==> config.mk <==
export PLATFORM = sky130hd
export DESIGN_NAME = mem_access_unit
export DESIGN_NICKNAME = d
export VERILOG_FILES = /design/src/rtl/mem_access_unit.sv
export SDC_FILE = /design/constraint.sdc
export NUM_CORES = 2
export LEC_CHECK = 0
export ABC_CLOCK_PERIOD_IN_PS = 9300
export CAP_MARGIN = 5
export CORE_MARGIN = 5
export CORE_UTILIZATION = 30
export CTS_CLUSTER_DIAMETER = 40
export CTS_CLUSTER_SIZE = 14
export DETAILED_ROUTE_END_ITERATION = 16
export GPL_TIMING_DRIVEN = 0
export PLACE_DENSITY_LB_ADDON = 0.05
export SLEW_MARGIN = 25
export SYNTH_ARGS = -nofsm -noshare
export SYNTH_HDL_FRONTEND = slang
export SYNTH_SLANG_ARGS = --single-unit
==> constraint.sdc <==
create_clock -name clk_i -period 9.3 [get_ports clk_i]
set_input_delay 1.86 -clock clk_i [delete_from_list [all_inputs] [get_ports clk_i]]
set_output_delay 1.86 -clock clk_i [all_outputs]
set_load 0.01 [all_outputs]
==> src/rtl/mem_access_unit.sv <==
// Memory access unit: MAR, MDR and a word-addressed RAM driven by a
// multi-cycle single/burst read/write FSM. Define MEM_PARITY_EN for parity RAM.
module mem_access_unit #(
    parameter int DATA_WIDTH  = 8,
    parameter int ADDR_WIDTH  = 8,
    parameter int WAIT_STATES = 1
) (
    input  logic                  clk_i,
    input  logic                  rst_ni,
    input  logic                  mar_sclr_i,
    input  logic                  mar_en_i,
    input  logic [ADDR_WIDTH-1:0] addr_in_i,
    input  logic                  mdr_en_i,
    input  logic                  mdr_alu_n_i,
    input  logic [DATA_WIDTH-1:0] alu_in_i,
    input  logic                  start_i,
    input  logic                  wr_rdn_i,
    input  logic [1:0]            burst_len_i,
    input  logic                  err_inj_i,
    output logic [ADDR_WIDTH-1:0] mar_q_o,
    output logic [DATA_WIDTH-1:0] mdr_q_o,
    output logic                  busy_o,
    output logic                  beat_o,
    output logic                  done_o,
    output logic                  perr_o
);

    localparam int DEPTH = 1 << ADDR_WIDTH;
`ifdef MEM_PARITY_EN
    localparam int RAM_W = DATA_WIDTH + 1;
`else
    localparam int RAM_W = DATA_WIDTH;
`endif
    localparam logic [3:0] WS = 4'(WAIT_STATES);

    typedef enum logic [1:0] {S_IDLE, S_WAIT, S_XFER, S_DONE} state_t;

    state_t                  state_q;
    logic [ADDR_WIDTH-1:0]   mar_q;
    logic [DATA_WIDTH-1:0]   mdr_q;
    logic                    wr_q;
    logic [1:0]              rem_q;
    logic [3:0]              cnt_q;
    logic                    busy_q;
    logic                    beat_q;
    logic                    done_q;

    logic [RAM_W-1:0]        mem [DEPTH];
    logic [RAM_W-1:0]        ram_wdata_d;
    logic [RAM_W-1:0]        ram_rdata;
    logic                    ram_we;
    logic                    host_load;

    assign host_load = mdr_en_i && !mdr_alu_n_i;
    assign ram_we    = (state_q == S_XFER) && wr_q;
    assign ram_rdata = mem[mar_q];

`ifdef MEM_PARITY_EN
    logic perr_q;
    logic rd_par_bad;
    // Stored bit is even parity of the data word, deliberately flipped for error injection.
    assign ram_wdata_d = {(^mdr_q) ^ err_inj_i, mdr_q};
    assign rd_par_bad  = ram_rdata[DATA_WIDTH] != (^ram_rdata[DATA_WIDTH-1:0]);
    assign perr_o      = perr_q;
`else
    assign ram_wdata_d = mdr_q;
    assign perr_o      = 1'b0 & err_inj_i;
`endif

    // RAM contents are never reset; reset aborts via the state register instead.
    always_ff @(posedge clk_i) begin
        if (ram_we) begin
            mem[mar_q] <= ram_wdata_d;
        end
    end

    always_ff @(posedge clk_i or negedge rst_ni) begin
        if (!rst_ni) begin
            state_q <= S_IDLE;
            mar_q   <= '0;
            mdr_q   <= '0;
            wr_q    <= 1'b0;
            rem_q   <= 2'd0;
            cnt_q   <= 4'd0;
            busy_q  <= 1'b0;
            beat_q  <= 1'b0;
            done_q  <= 1'b0;
`ifdef MEM_PARITY_EN
            perr_q  <= 1'b0;
`endif
        end else begin
            beat_q <= 1'b0;
            done_q <= 1'b0;
            case (state_q)
                S_IDLE: begin
                    if (mar_sclr_i) begin
                        mar_q <= '0;
`ifdef MEM_PARITY_EN
                        perr_q <= 1'b0;
`endif
                    end else if (mar_en_i) begin
                        mar_q <= addr_in_i;
                    end
                    if (host_load) begin
                        mdr_q <= alu_in_i;
                    end
                    if (start_i) begin
                        wr_q   <= wr_rdn_i;
                        rem_q  <= burst_len_i;
                        cnt_q  <= WS;
                        busy_q <= 1'b1;
                        if (WS == 4'd0) begin
                            state_q <= S_XFER;
                            beat_q  <= 1'b1;
                        end else begin
                            state_q <= S_WAIT;
                        end
                    end
                end
                S_WAIT: begin
                    if (wr_q && host_load) begin
                        mdr_q <= alu_in_i;
                    end
                    cnt_q <= cnt_q - 4'd1;
                    if (cnt_q == 4'd1) begin
                        state_q <= S_XFER;
                        beat_q  <= 1'b1;
                    end
                end
                S_XFER: begin
                    // A host load here lands in MDR while the RAM captures the old word.
                    if (wr_q) begin
                        if (host_load) begin
                            mdr_q <= alu_in_i;
                        end
                    end else begin
                        mdr_q <= ram_rdata[DATA_WIDTH-1:0];
`ifdef MEM_PARITY_EN
                        if (rd_par_bad) begin
                            perr_q <= 1'b1;
                        end
`endif
                    end
                    if (rem_q == 2'd0) begin
                        state_q <= S_DONE;
                        done_q  <= 1'b1;
                    end else begin
                        mar_q <= mar_q + ADDR_WIDTH'(1);
                        rem_q <= rem_q - 2'd1;
                        cnt_q <= WS;
                        if (WS == 4'd0) begin
                            state_q <= S_XFER;
                            beat_q  <= 1'b1;
                        end else begin
                            state_q <= S_WAIT;
                        end
                    end
                end
                S_DONE: begin
                    busy_q  <= 1'b0;
                    state_q <= S_IDLE;
                end
                default: begin
                    state_q <= S_IDLE;
                    busy_q  <= 1'b0;
                end
            endcase
        end
    end

    assign mar_q_o = mar_q;
    assign mdr_q_o = mdr_q;
    assign busy_o  = busy_q;
    assign beat_o  = beat_q;
    assign done_o  = done_q;

endmodule
=== Word level (Yosys, flattened, before mapping) ===
Memories as Yosys holds them, arrays and structs flattened.
Cells that the tools add are included.

* Register bits after elaboration: 28
* RAM bits: 2048
* Input port bits: 27
* Output and inout port bits: 20
* Logic and storage cells: 64
* Memories kept: 1

* $add $sub $neg: 3
* Equal/unequal tests: 9
* Multiplexer cells: 26
* Reductions and logical operators: 16

{| class="wikitable"
|+ Memory list
! memory !! depth !! width !! read ports !! clocked after Yosys merged registers in !! write ports !! line !! source
|-
| mem || 256 || 8 || 1 || 0 || 1 || 48 || <nowiki>logic [RAM_W-1:0] mem [DEPTH];</nowiki>
|}

{| class="wikitable"
|+ Operator list
! operator !! count
|-
| two-way mux 8 bit || 6
|-
| case mux 8 bit (3 select lines) || 1
|-
| case mux 8 bit (2 select lines) || 1
|-
| case mux 4 bit (3 select lines) || 1
|-
| two-way mux 2 bit || 5
|-
| AND reduction 3 bit || 3
|-
| adder 8 x 1 -> 8 bit, second input constant || 1
|-
| two-way mux 4 bit || 2
|-
| inequality test 2 bit, second input constant || 4
|-
| case mux 2 bit (4 select lines) || 1
|-
| AND reduction 2 bit || 4
|-
| two-way mux 1 bit || 7
|-
| == test 2 bit, second input constant || 2
|-
| == test 4 x 1 -> 1 bit, second input constant || 1
|-
| logical NOT 2 bit || 2
|-
| case mux 2 bit (2 select lines) || 1
|-
| nonzero test 2 bit || 2
|-
| subtractor 4 x 1 -> 4 bit, second input constant || 1
|-
| logical AND 1 bit || 3
|-
| inequality test 3 bit, second input constant || 1
|-
| nonzero test 3 bit || 1
|-
| == test 2 x 1 -> 1 bit, second input constant || 1
|-
| case mux 1 bit (2 select lines) || 1
|-
| subtractor 2 x 1 -> 2 bit, second input constant || 1
|-
| logical NOT 1 bit || 1
|}

=== Depth between registers and ports, before layout ===
* Word-level depth: 5
* Gate-level depth with buffers: 12

=== Worst setup path after synthesis ===
No wires, ideal clock.

* Kind: register to output
* Start point: register mdr_q[4], in the netlist mdr_q_o[4]
* End point: output mdr_q_o[4]
* Data arrival time: 3.273 ns
* Slack: 4.167 ns
* Stages on the path, launching flop included: 1
* Buffers on the path: 0
* Cells stage by stage: dfrtp_1

{| class="wikitable"
|+ RTL lines
! item !! line !! source
|-
| start: declaration || 40 || <nowiki>logic [DATA_WIDTH-1:0] mdr_q;</nowiki>
|-
| start signal: assignment || 105 || <nowiki>mdr_q <= alu_in_i;</nowiki>
|-
| start signal: assignment || 122 || <nowiki>mdr_q <= alu_in_i;</nowiki>
|-
| start signal: assignment || 134 || <nowiki>mdr_q <= alu_in_i;</nowiki>
|-
| end: declaration || 21 || <nowiki>output logic [DATA_WIDTH-1:0] mdr_q_o,</nowiki>
|}

No word-level cell between the ends.

=== Worst setup path in the final report ===
* Start point: register mar_q[0], in the netlist mar_q_o[0]
* End point: memory mem[66][3] in the netlist's numbering, enable pin

{| class="wikitable"
|+ RTL lines
! item !! line !! source
|-
| start: declaration || 39 || <nowiki>logic [ADDR_WIDTH-1:0] mar_q;</nowiki>
|-
| start signal: assignment || 102 || <nowiki>mar_q <= addr_in_i;</nowiki>
|-
| start signal: assignment || 148 || <nowiki>mar_q <= mar_q + ADDR_WIDTH'(1);</nowiki>
|-
| end: declaration || 48 ||
|}

No word-level cell before the write port.

==> qor.yml <==
synth:
  netlist_area_um2: 81190
  synth_edf_count: 2048
  postSynthCellCount: 4054
  synth-seq-area-share_pct: 76.61
  ys_types: 59
  synth_nets: 4092
  yosysWarnings: 0
  async_reset_ff_share_pct: 1.349
  avgSynthCellArea_um2: 20.03
  ys_seq_elements: 2076
  synthFlopType: "edfxtp_1"
worst_setup_path:
  crit_type: "reg2reg"
  critPathLaunchType: "flop"
  cpMaxStageDelayCell: "nor2_1"
  worst_ep_required_time_ns: 9.81
  max_stage_delay_ns: 0.80
  path_common_cell: "buf_6"
  crit_arrival_ns: 6.30
  cp_num_buf_inv: 8
  endpoint_kind: "flop"
  crit_chain: "buf_6, buf_6, buf_6, buf_6, inv_1, clkbuf_2, ha_1, and3_1, nand2_1, clkbuf_2, buf_16, nor2_1"
  cp_top_family: "buffers and inverters"
  crit_path_max_fanout: 11
grt:
  grt_pass1_vias: 45380
  grt_max_degree: 65
  antenna_found_initial: 24
  grt_pass1_wl_um: 423900
  grtUsageTotal_pct: 22.47
  gr-total-overflow: 0
drt:
  num_vias: 44520
  routedWlPerCell_um: 37.85
  drt-vias-per-instance: 5.252
  drt_iter0_markers: 4736
  detail-route-antenna-nets: 0
  first_pass_iters: 6
  routed_wl_um: 320800
  drc: 0
sta:
  period_share_pct: 62.32
  holdWs_ns: 0.4800
  rsz0062_at_grt: "no"
  period_needed_ns: 5.795
  tightest_slew_ns: 1.116
  timing.final.ws_setup_ns: 3.505
  fin_skew_ns: 0.04871
  fmax_mhz: 172.6
  drv_slew: 0
  setup_tns_ns: 0
  relSlewSlack_pct: 25.61
  setup_violations: 0
  hold_viol_final: 0
clock_network:
  clkLatencyLatePin_ns: 0.91
  cts_max_level: 5
  post_cts_buffers: 0
  clkTransAtPathRegs_ns: 0.05
  cts_tree: "built"
  post_cts_resized: 0
  clk_path_buf_depth: 4
  cts_hold_buf: 0
  cts_root_buf: "clkbuf_16"
  cts.sinks: 2076
  numCtsBuffers: 393
die:
  dieArea_um2: 281100
  rows: 191
  io-pin-count: 47
  fp.dieW_um: 530.2
  coreArea_um2: 270000
  initial_core_util_pct: 30.07
  die_h_um: 530.2
power:
  internal-power_mw: 23.58
  clockPowerShare_pct: 40.1
  total_power_mw: 35.94
  seqPwrFrac_pct: 32.0
  power_density_nw_per_um2: 354.2
  vdd_drop_max_uv: 154.0
  p_switching_mw: 12.36
  comb_power_share_pct: 27.9
  leakage_nw: 33.23
  switching_share_pct: 34.39
finish:
  fillCellCount: 24880
  syn_to_final_growth_pct: 24.97
  regArea_um2: 62230
  nets: 4602
  final_util_pct: 37.57
  multi_input_area_um2: 17830
  drive_gt1_share_pct: 28.92
min_path:
  hold_path.class: "reg2reg"
place:
  hpwl_um: 226200
  dp_slack_ns: 3.507
  gp_congestion: 0.9293
  io_buffers: 44
status:
  status: "complete, no violations"
run:
  maxCapViolations: 0
==> registers in the layout, indices dropped and copies added (netlist names) <==
signal and flops:
mdr_q_o 8, mem 2048, state_q 2, done_o 1, busy_o 1, mar_q_o 8, rem_q 2, cnt_q 4
wr_q 1, beat_o 1
==> Yosys cell counts (9+ instances only) <==
cell type / instances / area (um^2)
o22a_1: 9 / 78.83
edfxtp_1: 2048 / 61500
inv_1: 15 / 56.30
nand3_1: 46 / 230.2
o211ai_1: 16 / 120.1
nor2_1: 283 / 1062
mux2i_1: 259 / 2592
o21ai_1: 10 / 50.05
buf_4: 37 / 277.8
mux2_2: 23 / 259.0
nor3_1: 14 / 70.07
a32oi_1: 15 / 131.4
o21ai_0: 50 / 250.2
mux4_2: 393 / 8851
a21oi_1: 49 / 245.2
a221oi_1: 75 / 656.9
nor2b_1: 17 / 106.4
a22oi_1: 117 / 878.3
nand4_1: 10 / 62.56
dfrtp_1: 28 / 700.7
nand2_1: 166 / 623.1
ha_1: 11 / 137.6
buf_2: 73 / 365.4
a22o_1: 32 / 280.3
and3_1: 12 / 75.07
a31oi_1: 24 / 150.1
buf_1: 15 / 56.30
clkbuf_1: 103 / 386.6
buf_6: 21 / 236.5
==> path summary, 6_finish.rpt <==
kind                       cells past startpoint              startpoint                endpoint  slack, ns
max                                           12  mar_q_o[0]$_DFFE_PN0P_    mem[66][3]$_DFFE_PP_       3.50
min                                            1    cnt_q[3]$_DFFE_PN0P_        beat_o$_DFF_PN0_       0.48
max reg2reg                                   12  mar_q_o[0]$_DFFE_PN0P_    mem[66][3]$_DFFE_PP_       3.50
min reg2reg                                    1    cnt_q[3]$_DFFE_PN0P_        beat_o$_DFF_PN0_       0.48
max in group asynchronous                      2                  rst_ni  mdr_q_o[7]$_DFFE_PN0P_       8.03
min in group asynchronous                      1                  rst_ni    rem_q[0]$_DFFE_PN0P_       0.80
==> cells in the final DEF (no fill, tap or decap), drive strengths merged, types with 49 or more instances in the layout <==
cell type / n
a21oi: 49
a221oi: 75
a22oi: 117
buf: 218
bufinv: 49
clkbuf: 518
clkinv: 158
clkinvlp: 56
edfxtp: 2048
inv: 68
mux2i: 259
mux4: 393
nand2: 166
nor2: 284
o21ai: 60
==> cell families (layout without fill, tap and decap cells) <==
family	count (synthesis)	count (layout)	synth area share, %
and+or+nand+nor	584	584	3.073
AOI/OAI and AO/OA	443	443	4.036
buffers and inverters	264	1110	1.698
adders and majority gates	11	11	0.1695
other	1	8	0.004619
muxes	675	675	14.41
DFF	2076	2076	76.61
==> per-layer routing <==
layer / vias to the layer above / share of wire [%] / wire (um) / GRT usage [%]
li1: 18030 / - / - / -
met5: - / 0.0084 / 27 / 0
met1: 24360 / 43 / 138500 / 30.32
met4: 4 / 3.7 / 11740 / 7.509
met2: 1629 / 47 / 150300 / 35.93
met3: 496 / 6.3 / 20260 / 5.126
==> worst register-to-register path, cell delays in order, from the launching register on <==
cell      delay, ns
dfrtp_1        0.48
buf_6          0.23
buf_6          0.22
buf_6          0.23
buf_6          0.27
inv_1          0.57
clkbuf_2       0.63
ha_1           0.36
and3_1         0.32
nand2_1        0.51
clkbuf_2       0.50
buf_16         0.27
nor2_1         0.82
==> through the flow <==
step,cells,instance area (um^2)
4_1_cts,8470,101400
3_5_place_dp,7739,88020
3_3_place_gp,7668,86100
2_1_floorplan,4054,81190
5_1_grt,8472,101500
6_report,8477,101500
==> power by group through the flow <==
stage	Clock, mW	Combinational [mW]	Sequential [mW]
final	14.4	10.0	11.5
after floorplan	0	4.47	12.2
after global placement	0	8.72	13.3
after global routing	15.1	10.3	11.5
after CTS	14.6	10.1	11.5
after detailed placement	0	10.1	11.7
==> cell type report <==
| cell class | count | share of cell area, % |
|---|---|---|
| Inverter | 15 | 0.05549 |
| Sequential cell | 2076 | 61.33 |
| Buffer | 249 | 1.354 |
| Timing Repair Buffer | 115 | 2.043 |
| Clock buffer | 415 | 9.836 |
| Antenna cell | 7 | 0.01726 |
| Multi-Input combinational cell | 1714 | 17.58 |
| Clock inverter | 316 | 3.387 |
| Tap cell | 3570 | 4.402 |
Power figures use the tool's default switching activity.
